$ cat src/rtl/vita_tx_deframer_mc.sv
// Multi-channel VITA-49 TX deframer: parses headers, packs interleaved payload into lines, buffers lines in a FWFT FIFO.
// Optional build macro STREAMID_FILTER_EN drops packets whose stream ID differs from the BASE+1 setting.
module vita_tx_deframer_mc #(
    parameter int unsigned BASE             = 0,
    parameter int unsigned MAXCHAN          = 4,
    parameter int unsigned USE_TRANS_HEADER = 0,
    parameter int unsigned FIFO_DEPTH_LOG2  = 4
) (
    input  logic                      clk,
    input  logic                      reset,
    input  logic                      clear,
    input  logic                      clear_seqnum,
    input  logic                      set_stb,
    input  logic [7:0]                set_addr,
    input  logic [31:0]               set_data,
    input  logic [35:0]               data_i,
    input  logic                      src_rdy_i,
    output logic                      dst_rdy_o,
    output logic [85+32*MAXCHAN-1:0]  sample_fifo_o,
    output logic                      sample_fifo_src_rdy_o,
    input  logic                      sample_fifo_dst_rdy_i,
    output logic [31:0]               current_seqnum,
    output logic [15:0]               seq_err_count,
    output logic [15:0]               fifo_occupied,
    output logic [31:0]               debug
);

    localparam int unsigned LINE_W = 85 + 32*MAXCHAN;
    localparam int unsigned AW     = FIFO_DEPTH_LOG2;
    localparam int unsigned DEPTH  = 1 << FIFO_DEPTH_LOG2;
    localparam int unsigned OCC_W  = FIFO_DEPTH_LOG2 + 1;

    typedef enum logic [3:0] {
        TRANS_HEADER, HEADER, STREAMID, CLASSID, CLASSID2, SECS, TICS, TICS2,
        PAYLOAD, STORE, ZFILL, TRAILER, DUMP
    } state_t;

    localparam state_t HDR_ST = (USE_TRANS_HEADER != 0) ? TRANS_HEADER : HEADER;

    state_t state, state_nxt;

    logic [2:0]  numchan_r;
    logic        trailer_r, cid_r, secs_r, tics_r, sob_r, eob_r, has_secs_r;
    logic [15:0] len_r;
    logic [2:0]  phase;
    logic [31:0] lanes [MAXCHAN];
    logic        line_last_r, eof_r;
    logic [63:0] send_time;
    logic [3:0]  line_seq_r;
    logic [31:0] seqnum_reg;
    logic [3:0]  vita_seqnum_reg;
    logic        trans_err_r, seq_err_r;

    logic [LINE_W-1:0] mem [DEPTH];
    logic [AW-1:0]     wr_ptr, rd_ptr;
    logic [OCC_W-1:0]  occ;
    logic [LINE_W-1:0] line;

    logic xfer, eof, line_done, no_payload, vita_eof, last, fifo_space, wr_en, rd_en;
    logic d_sid, d_cid, d_secs, d_tics, vita_err, pkt_err, sid_drop;
    logic [15:0] trl_cnt;

    assign xfer       = src_rdy_i & dst_rdy_o;
    assign eof        = data_i[33];
    assign dst_rdy_o  = (state != STORE) && (state != ZFILL);
    assign line_done  = (phase == numchan_r);
    assign trl_cnt    = {15'd0, trailer_r};
    assign no_payload = (len_r == trl_cnt);
    assign vita_eof   = (len_r == trl_cnt + 16'd1);
    assign last       = eof | vita_eof;
    assign fifo_space = (occ != OCC_W'(DEPTH));
    assign wr_en      = (state == STORE) && fifo_space;
    assign rd_en      = sample_fifo_src_rdy_o & sample_fifo_dst_rdy_i;

    assign d_sid    = (data_i[31:28] == 4'b0001);
    assign d_cid    = data_i[27];
    assign d_secs   = (data_i[23:22] != 2'b00);
    assign d_tics   = (data_i[21:20] != 2'b00);
    assign vita_err = (data_i[19:16] != vita_seqnum_reg + 4'd1);
    assign pkt_err  = vita_err | ((USE_TRANS_HEADER != 0) && trans_err_r);

    // Settings: channel count (clamped) and, when filtering, the expected stream ID
    always_ff @(posedge clk) begin
        if (reset)
            numchan_r <= 3'd0;
        else if (set_stb && set_addr == 8'(BASE))
            numchan_r <= (32'(set_data[2:0]) >= MAXCHAN) ? 3'(MAXCHAN-1) : set_data[2:0];
    end

`ifdef STREAMID_FILTER_EN
    logic [31:0] streamid_r;
    always_ff @(posedge clk) begin
        if (reset)
            streamid_r <= 32'd0;
        else if (set_stb && set_addr == 8'(BASE+1))
            streamid_r <= set_data;
    end
    assign sid_drop = (data_i[31:0] != streamid_r);
`else
    assign sid_drop = 1'b0;
`endif

    logic unused_bits;
    assign unused_bits = ^{data_i[35:34], data_i[32], set_data[31:3]};

    // First header field still to be skipped, given the remaining flags
    function automatic state_t after_hdr(input logic sid, input logic cid,
                                         input logic sec, input logic tic);
        if (sid)      return STREAMID;
        else if (cid) return CLASSID;
        else if (sec) return SECS;
        else if (tic) return TICS;
        else          return PAYLOAD;
    endfunction

    always_ff @(posedge clk) begin
        if (reset || clear) state <= HDR_ST;
        else                state <= state_nxt;
    end

    always_comb begin
        state_nxt = state;
        case (state)
            TRANS_HEADER: if (xfer && !eof) state_nxt = HEADER;
            HEADER:   if (xfer) state_nxt = eof ? HDR_ST : after_hdr(d_sid, d_cid, d_secs, d_tics);
            STREAMID: if (xfer) state_nxt = eof ? HDR_ST :
                                           sid_drop ? DUMP : after_hdr(1'b0, cid_r, secs_r, tics_r);
            CLASSID:  if (xfer) state_nxt = eof ? HDR_ST : CLASSID2;
            CLASSID2: if (xfer) state_nxt = eof ? HDR_ST : after_hdr(1'b0, 1'b0, secs_r, tics_r);
            SECS:     if (xfer) state_nxt = eof ? HDR_ST : after_hdr(1'b0, 1'b0, 1'b0, tics_r);
            TICS:     if (xfer) state_nxt = eof ? HDR_ST : TICS2;
            TICS2:    if (xfer) state_nxt = eof ? HDR_ST : PAYLOAD;
            PAYLOAD: begin
                if (xfer) begin
                    if (no_payload)     state_nxt = eof ? HDR_ST : DUMP;
                    else if (line_done) state_nxt = STORE;
                    else if (last)      state_nxt = ZFILL;
                end
            end
            ZFILL:    state_nxt = STORE;
            STORE: begin
                if (fifo_space) begin
                    if (!line_last_r)   state_nxt = PAYLOAD;
                    else if (eof_r)     state_nxt = HDR_ST;
                    else if (trailer_r) state_nxt = TRAILER;
                    else                state_nxt = DUMP;
                end
            end
            TRAILER:  if (xfer) state_nxt = eof ? HDR_ST : DUMP;
            DUMP:     if (xfer && eof) state_nxt = HDR_ST;
            default:  state_nxt = HDR_ST;
        endcase
    end

    // Header fields, length tracking and line flags
    always_ff @(posedge clk) begin
        if (reset || clear) begin
            trailer_r   <= 1'b0;
            cid_r       <= 1'b0;
            secs_r      <= 1'b0;
            tics_r      <= 1'b0;
            sob_r       <= 1'b0;
            eob_r       <= 1'b0;
            has_secs_r  <= 1'b0;
            len_r       <= 16'd0;
            phase       <= 3'd0;
            line_last_r <= 1'b0;
            eof_r       <= 1'b0;
            send_time   <= 64'd0;
            line_seq_r  <= 4'd0;
            trans_err_r <= 1'b0;
            seq_err_r   <= 1'b0;
        end else if (xfer) begin
            len_r <= len_r - 16'd1;
            case (state)
                TRANS_HEADER: trans_err_r <= (data_i[31:0] != seqnum_reg + 32'd1);
                HEADER: begin
                    trailer_r  <= data_i[26];
                    cid_r      <= d_cid;
                    secs_r     <= d_secs;
                    tics_r     <= d_tics;
                    sob_r      <= data_i[25];
                    eob_r      <= data_i[24];
                    has_secs_r <= d_secs;
                    len_r      <= data_i[15:0] - 16'd1;
                    phase      <= 3'd0;
                    send_time  <= 64'd0;
                    line_seq_r <= data_i[19:16];
                    seq_err_r  <= pkt_err;
                end
                SECS:  send_time[63:32] <= data_i[31:0];
                TICS2: send_time[31:0]  <= data_i[31:0];
                PAYLOAD: begin
                    if (!no_payload) begin
                        phase       <= (line_done || last) ? 3'd0 : phase + 3'd1;
                        line_last_r <= last;
                        eof_r       <= eof;
                    end
                end
                default: ;
            endcase
        end
    end

    // Lane capture; the first word of a line zeroes all other lanes
    always_ff @(posedge clk) begin
        if (xfer && state == PAYLOAD && !no_payload) begin
            for (int i = 0; i < int'(MAXCHAN); i++) begin
                if (3'(i) == phase)   lanes[i] <= data_i[31:0];
                else if (phase == 3'd0) lanes[i] <= 32'd0;
            end
        end
    end

    // Sequence tracking and saturating error counter
    always_ff @(posedge clk) begin
        if (reset || clear || clear_seqnum) begin
            seqnum_reg      <= 32'hFFFF_FFFF;
            vita_seqnum_reg <= 4'hF;
        end else if (xfer) begin
            if (state == TRANS_HEADER) seqnum_reg      <= data_i[31:0];
            if (state == HEADER)       vita_seqnum_reg <= data_i[19:16];
        end
    end

    always_ff @(posedge clk) begin
        if (reset || clear_seqnum)
            seq_err_count <= 16'd0;
        else if (xfer && state == HEADER && pkt_err && seq_err_count != 16'hFFFF)
            seq_err_count <= seq_err_count + 16'd1;
    end

    assign current_seqnum = seqnum_reg;

    always_comb begin
        line = '0;
        for (int i = 0; i < int'(MAXCHAN); i++)
            line[85 + 32*i +: 32] = lanes[i];
        line[84:0] = {seq_err_r, has_secs_r, sob_r, eob_r, line_last_r, 12'd0, line_seq_r, send_time};
    end

    // First-word-fall-through line FIFO
    always_ff @(posedge clk) begin
        if (wr_en) mem[wr_ptr] <= line;
    end

    always_ff @(posedge clk) begin
        if (reset || clear) begin
            wr_ptr <= '0;
            rd_ptr <= '0;
            occ    <= '0;
        end else begin
            if (wr_en) wr_ptr <= wr_ptr + AW'(1);
            if (rd_en) rd_ptr <= rd_ptr + AW'(1);
            case ({wr_en, rd_en})
                2'b10:   occ <= occ + OCC_W'(1);
                2'b01:   occ <= occ - OCC_W'(1);
                default: ;
            endcase
        end
    end

    assign sample_fifo_o         = mem[rd_ptr];
    assign sample_fifo_src_rdy_o = (occ != '0);
    assign fifo_occupied         = 16'(occ);

    assign debug = {16'd0, eof, line_done, (state == STORE), fifo_space, src_rdy_i, dst_rdy_o,
                    phase[1:0], has_secs_r, sob_r, eob_r, line_last_r, state};

endmodule
$ cat config.mk
export PLATFORM = sky130hd
export DESIGN_NAME = vita_tx_deframer_mc
export DESIGN_NICKNAME = d
export VERILOG_FILES = /design/src/rtl/vita_tx_deframer_mc.sv
export SDC_FILE = /design/constraint.sdc
export NUM_CORES = 2
export LEC_CHECK = 0
export CORE_ASPECT_RATIO = 0.75
export CORE_UTILIZATION = 25
export CTS_CLUSTER_DIAMETER = 150
export DETAILED_ROUTE_END_ITERATION = 10
export GPL_ROUTABILITY_DRIVEN = 1
export PLACE_DENSITY = 0.48
export SLEW_MARGIN = 20
export SYNTH_ARGS = -nofsm -noshare
export SYNTH_HDL_FRONTEND = slang
export SYNTH_SLANG_ARGS = --single-unit
export TNS_END_PERCENT = 30
$ cat constraint.sdc
create_clock -name clk -period 15.8 [get_ports clk]
set_clock_uncertainty 0.2 [all_clocks]
set_input_delay 3.95 -clock clk [delete_from_list [all_inputs] [get_ports clk]]
set_output_delay 3.95 -clock clk [all_outputs]
set_load 0.02 [all_outputs]
==> run_results.csv <==
group,metric,value,unit
status,run_status,"finished with violations",
status,violated_checks,"design-rule violations",
synthesis,ys_seq_area_frac,0.778,
clocking,cts_max_path_buffers,4,
floorplan,floorplan.initialDensity,0.252,
worst_setup_path,count_of_cells_along_the_worst_register_to_register_path,8,
route,top_signal_layer_used,"met4",
final_layout,largest_register_ff_count,3216,
power_and_ir_drop,static_leakage,0.0454,uW
power_and_ir_drop,vdd_ir_drop_max,88.3,uV
route,dr_total_vias,63300,
clocking,clock_sinks,3516,
synthesis,netlist_area,0.133,mm^2
timing,timing.final.setup_violations,0,
timing,finalMaxSlewViolations,0,
final_layout,syn2layout_area_growth,18.5,%
route,wirelength_met1,164000,um
placement,gp_congestion,0.765,
timing,tightest_slew,1180,ps
power_and_ir_drop,power_frac_comb,0.012,
hold_path,worstHoldPathType,"reg -> reg",
clocking,ctsHoldBuffers,0,
synthesis,synth-main-ff-cell,"sky130_fd_sc_hd__edfxtp_1",
global_routing,grt_util_all_layers,0.145,
clocking,clk_latency,1000,ps
final_layout,postLayoutCellArea,0.158,mm^2
synthesis,netlist_top_cells_area,"sky130_fd_sc_hd__edfxtp_1, sky130_fd_sc_hd__mux4_2, sky130_fd_sc_hd__dfxtp_1",
synthesis,dominant_combinational_cell_family_by_area_after_synthesis,"multiplexers",
synthesis,syn_inst,5850,
timing,timing.fmax,101,MHz
route,count_of_unresolved_drc_violations_after_routing,48,
placement,post-dp-hpwl,217000,um
power_and_ir_drop,power.density_cell_area,120,mW/mm^2
final_layout,final_nets,6484,
synthesis,synth_edf_count,3312,
global_routing,grt_start_max_net_pins,145,
worst_setup_path,crit_path_cell_trace,"buf_12 > buf_12 > buf_4 > mux4_2 > mux4_2 > clkdlybuf4s50_1",
final_layout,drive_gt1_frac,0.264,
worst_setup_path,worst_r2r_endpoint,"mem[14][97]",
synthesis,synth_mux_area_frac,0.173,
synthesis,synth-simple-area-share,0.0217,
synthesis,synth_compound_gate_area_share,0.0108,
synthesis,yosys.area.top_type_share,0.747,
synthesis,ys_async_sr_fraction,0,
timing,post-route-period-util,0.628,
route,drtAntennaViolNets,0,
route,drt_iter0_markers,6078,
power_and_ir_drop,switch_pwr,3910,uW
timing,worst_slew_margin_rel,0.208,
floorplan,boundaryPins,394,
clocking,cts.repair_timing.setup_buffer_count,0,
synthesis,synth-seq-cells,3516,
hold_path,min-delay-start,"current_seqnum[6]",
global_routing,grt_pass1_wl,544000,um
placement,count_of_input_and_output_buffers,322,
timing,grt_setup_unrepaired,"no",
worst_setup_path,cp_slowest_stage_delay,730,ps
timing,timing.final.crit_period,9920,ps
placement,dpl-instance-area,0.145,mm^2
worst_setup_path,critical_path_required,11650,ps
power_and_ir_drop,pwr-share-seq,0.531,
clocking,tritoncts.num_buffers,365,
worst_setup_path,worst_setup_path_class,"reg -> out",
clocking,worst_setup_hold_path_clk_slew,60,ps
power_and_ir_drop,clk_pwr_share,0.457,
route,wl_met3,22900,um
floorplan,die-width,844,um
worst_setup_path,worst_path_arrival,5770,ps
synthesis,yosys.area_share.adder,0.00175,
worst_setup_path,worstSetupStartpointType,"register",
power_and_ir_drop,cell_internal_pwr,15100,uW
worst_setup_path,reg2reg_setup_slack,9630,ps
synthesis,postSynthAreaPerCell,22.7,um^2
floorplan,row_count,231,
route,wl_per_cell,29.0,um
synthesis,post-synth-top-area-cell,"sky130_fd_sc_hd__edfxtp_1",
clocking,cts_tree,"yes",
worst_setup_path,timing.critical_path.slowest_stage_cell,"sky130_fd_sc_hd__dfxtp_4",
clocking,post_cts.resized_instances,0,
synthesis,synthDistinctLibCells,68,
worst_setup_path,timing.critical_path.to_type,"output port",
floorplan,dieArea,0.535,mm^2
clocking,root_buffer,"sky130_fd_sc_hd__clkbuf_16",
worst_setup_path,crit_path_max_fanout,99,
final_layout,max_flop_register,"mem",
global_routing,grt_pass1_vias,65700,
route,dr.pass1.iters,9,
route,drt_wl_total,397000,um
global_routing,grt_overflow,0,
final_layout,finish.cell_count_without_fillers,13700,
global_routing,antenna_found_initial,48,
route,viasPerCell,4.62,
timing,finalHoldViolations,0,
final_layout,fillerInstances,50900,
floorplan,fp.coreArea,0.529,mm^2
placement,placed_cells_incl_taps,13000,
synthesis,post_synth_xor_area_fraction,0.00204,
flow_run,max-cap-violations,0,
worst_setup_path,r2r_start,"state[3]",
power_and_ir_drop,power.switching_fraction,0.206,
synthesis,yosys_warnings,0,
worst_setup_path,worst_setup_path_endpoint,"sample_fifo_o[177]",
clocking,htree_num_levels,5,
final_layout,reg_top3,"mem (3216), lanes (128), send_time (64)",
floorplan,die_boundary_height,634,um
route,met2WireLength,201000,um
worst min-delay path by stage:
stage                                   end  slack, ps  cells after the start
after floorplan                   len_r[14]        240                      2
after global placement    current_seqnum[2]        280                      2
after detailed placement  current_seqnum[6]        270                      2
after CTS                 current_seqnum[6]        280                      2
after global routing      current_seqnum[0]        310                      2
final                     current_seqnum[6]        270                      2
synthesized netlist by cell type (4+ instances only):
cell type,count
sky130_fd_sc_hd__nand4_1,8
sky130_fd_sc_hd__mux4_2,992
sky130_fd_sc_hd__xor2_1,14
sky130_fd_sc_hd__a211oi_1,20
sky130_fd_sc_hd__buf_2,36
sky130_fd_sc_hd__a32o_1,4
sky130_fd_sc_hd__a21o_1,4
sky130_fd_sc_hd__mux2i_1,56
sky130_fd_sc_hd__inv_1,18
sky130_fd_sc_hd__o32ai_1,4
sky130_fd_sc_hd__nor2_1,151
sky130_fd_sc_hd__a22oi_1,35
sky130_fd_sc_hd__buf_4,50
sky130_fd_sc_hd__ha_1,17
sky130_fd_sc_hd__nand2_1,208
sky130_fd_sc_hd__and2_1,5
sky130_fd_sc_hd__edfxtp_1,3312
sky130_fd_sc_hd__nand3_1,53
sky130_fd_sc_hd__dfxtp_1,204
sky130_fd_sc_hd__nor3_1,33
sky130_fd_sc_hd__a31oi_1,10
sky130_fd_sc_hd__clkbuf_1,237
sky130_fd_sc_hd__o211ai_1,4
sky130_fd_sc_hd__nor4_1,15
sky130_fd_sc_hd__or3_1,7
sky130_fd_sc_hd__xnor2_1,17
sky130_fd_sc_hd__buf_1,55
sky130_fd_sc_hd__nand2b_1,10
sky130_fd_sc_hd__nor2b_1,82
sky130_fd_sc_hd__o21ai_0,27
sky130_fd_sc_hd__or2_2,6
sky130_fd_sc_hd__mux2_2,4
sky130_fd_sc_hd__a21oi_1,94
cells in the final DEF (no fill, tap or decap), types with 7 or more instances in the layout:
| cell | n |
|---|---|
| sky130_fd_sc_hd__nand4_1 | 8 |
| sky130_fd_sc_hd__a22oi_1 | 35 |
| sky130_fd_sc_hd__clkinvlp_4 | 11 |
| sky130_fd_sc_hd__clkbuf_1 | 73 |
| sky130_fd_sc_hd__nor3_2 | 9 |
| sky130_fd_sc_hd__buf_12 | 28 |
| sky130_fd_sc_hd__nor2_1 | 134 |
| sky130_fd_sc_hd__clkinv_16 | 16 |
| sky130_fd_sc_hd__or3_1 | 7 |
| sky130_fd_sc_hd__a21oi_1 | 92 |
| sky130_fd_sc_hd__xnor2_1 | 17 |
| sky130_fd_sc_hd__nand2_1 | 208 |
| sky130_fd_sc_hd__o21ai_0 | 27 |
| sky130_fd_sc_hd__nand2b_1 | 10 |
| sky130_fd_sc_hd__a31oi_1 | 10 |
| sky130_fd_sc_hd__nor2_4 | 16 |
| sky130_fd_sc_hd__inv_6 | 7 |
| sky130_fd_sc_hd__a211oi_1 | 20 |
| sky130_fd_sc_hd__clkinv_1 | 71 |
| sky130_fd_sc_hd__inv_1 | 18 |
| sky130_fd_sc_hd__mux2i_1 | 56 |
| sky130_fd_sc_hd__buf_2 | 10 |
| sky130_fd_sc_hd__buf_4 | 157 |
| sky130_fd_sc_hd__nor3_1 | 22 |
| sky130_fd_sc_hd__diode_2 | 41 |
| sky130_fd_sc_hd__clkbuf_16 | 369 |
| sky130_fd_sc_hd__ha_1 | 17 |
| sky130_fd_sc_hd__conb_1 | 39 |
| sky130_fd_sc_hd__clkinv_2 | 51 |
| sky130_fd_sc_hd__xor2_1 | 14 |
| sky130_fd_sc_hd__bufinv_16 | 34 |
| sky130_fd_sc_hd__clkbuf_8 | 12 |
| sky130_fd_sc_hd__nand3_1 | 52 |
| sky130_fd_sc_hd__nor2b_1 | 82 |
| sky130_fd_sc_hd__clkdlybuf4s50_1 | 312 |
| sky130_fd_sc_hd__nor4_1 | 15 |
| sky130_fd_sc_hd__mux4_2 | 992 |
| sky130_fd_sc_hd__edfxtp_1 | 3312 |
| sky130_fd_sc_hd__dfxtp_1 | 200 |
power groups by stage:
stage	combinational [uW]	sequential, uW	clock [uW]
floorplan	91.3	10300	0
global placement	236	10300	0
detailed placement	235	10300	0
CTS	236	10100	8890
global route	241	10100	9230
finish	227	10100	8670
cell type report:
type	count	area, um^2	share of cell area
timing repair buffer	509	4950	0.0314
tap	6990	8750	0.0555
clock buffer	455	9680	0.0614
inverter	18	67.6	0.000429
antenna	41	103	0.000651
sequential	3516	104000	0.657
multi-input combinational	1973	28200	0.179
clock inverter	208	2400	0.0152
cell families (layout without fill, tap and decap cells):
| logic type | count (synthesis) | count (layout) |
|---|---|---|
| flops | 3516 | 3516 |
| mux | 1053 | 1053 |
| simple gates | 606 | 606 |
| buf+inv | 399 | 1190 |
| compound gates | 226 | 226 |
| xor+xnor | 31 | 31 |
| fa+ha+maj | 18 | 18 |
| other cells | 1 | 80 |
worst max-delay path: cells and delay by family, from the launching register on:
| kind | cells | cell delay (ps) |
|---|---|---|
| mux | 2 | 1220 |
| flops | 1 | 730 |
| buf+inv | 4 | 2590 |
metrics by stage:
| stage | power, uW | setup TNS (ps) | utilization | setup WS (ps) | hold slack, ps |
|---|---|---|---|---|---|
| 2_1_floorplan | 10400 | -298040 | - | -741 | 245 |
| 3_3_place_gp | 10500 | 0 | 0.275 | 6100 | 279 |
| 3_5_place_dp | 10500 | 0 | 0.275 | 6080 | 268 |
| 4_1_cts | 19200 | 0 | 0.298 | 5420 | 277 |
| 5_1_grt | 19500 | 0 | 0.298 | 5360 | 307 |
| 6_report | 19000 | 0 | 0.298 | 5880 | 275 |
layer usage:
metal	track usage	vias up
li1	-	25700
met1	0.189	35100
met4	0.0390	0
met2	0.252	2033
met5	0	-
met3	0.0234	487
(Power assumes the default switching activity.)
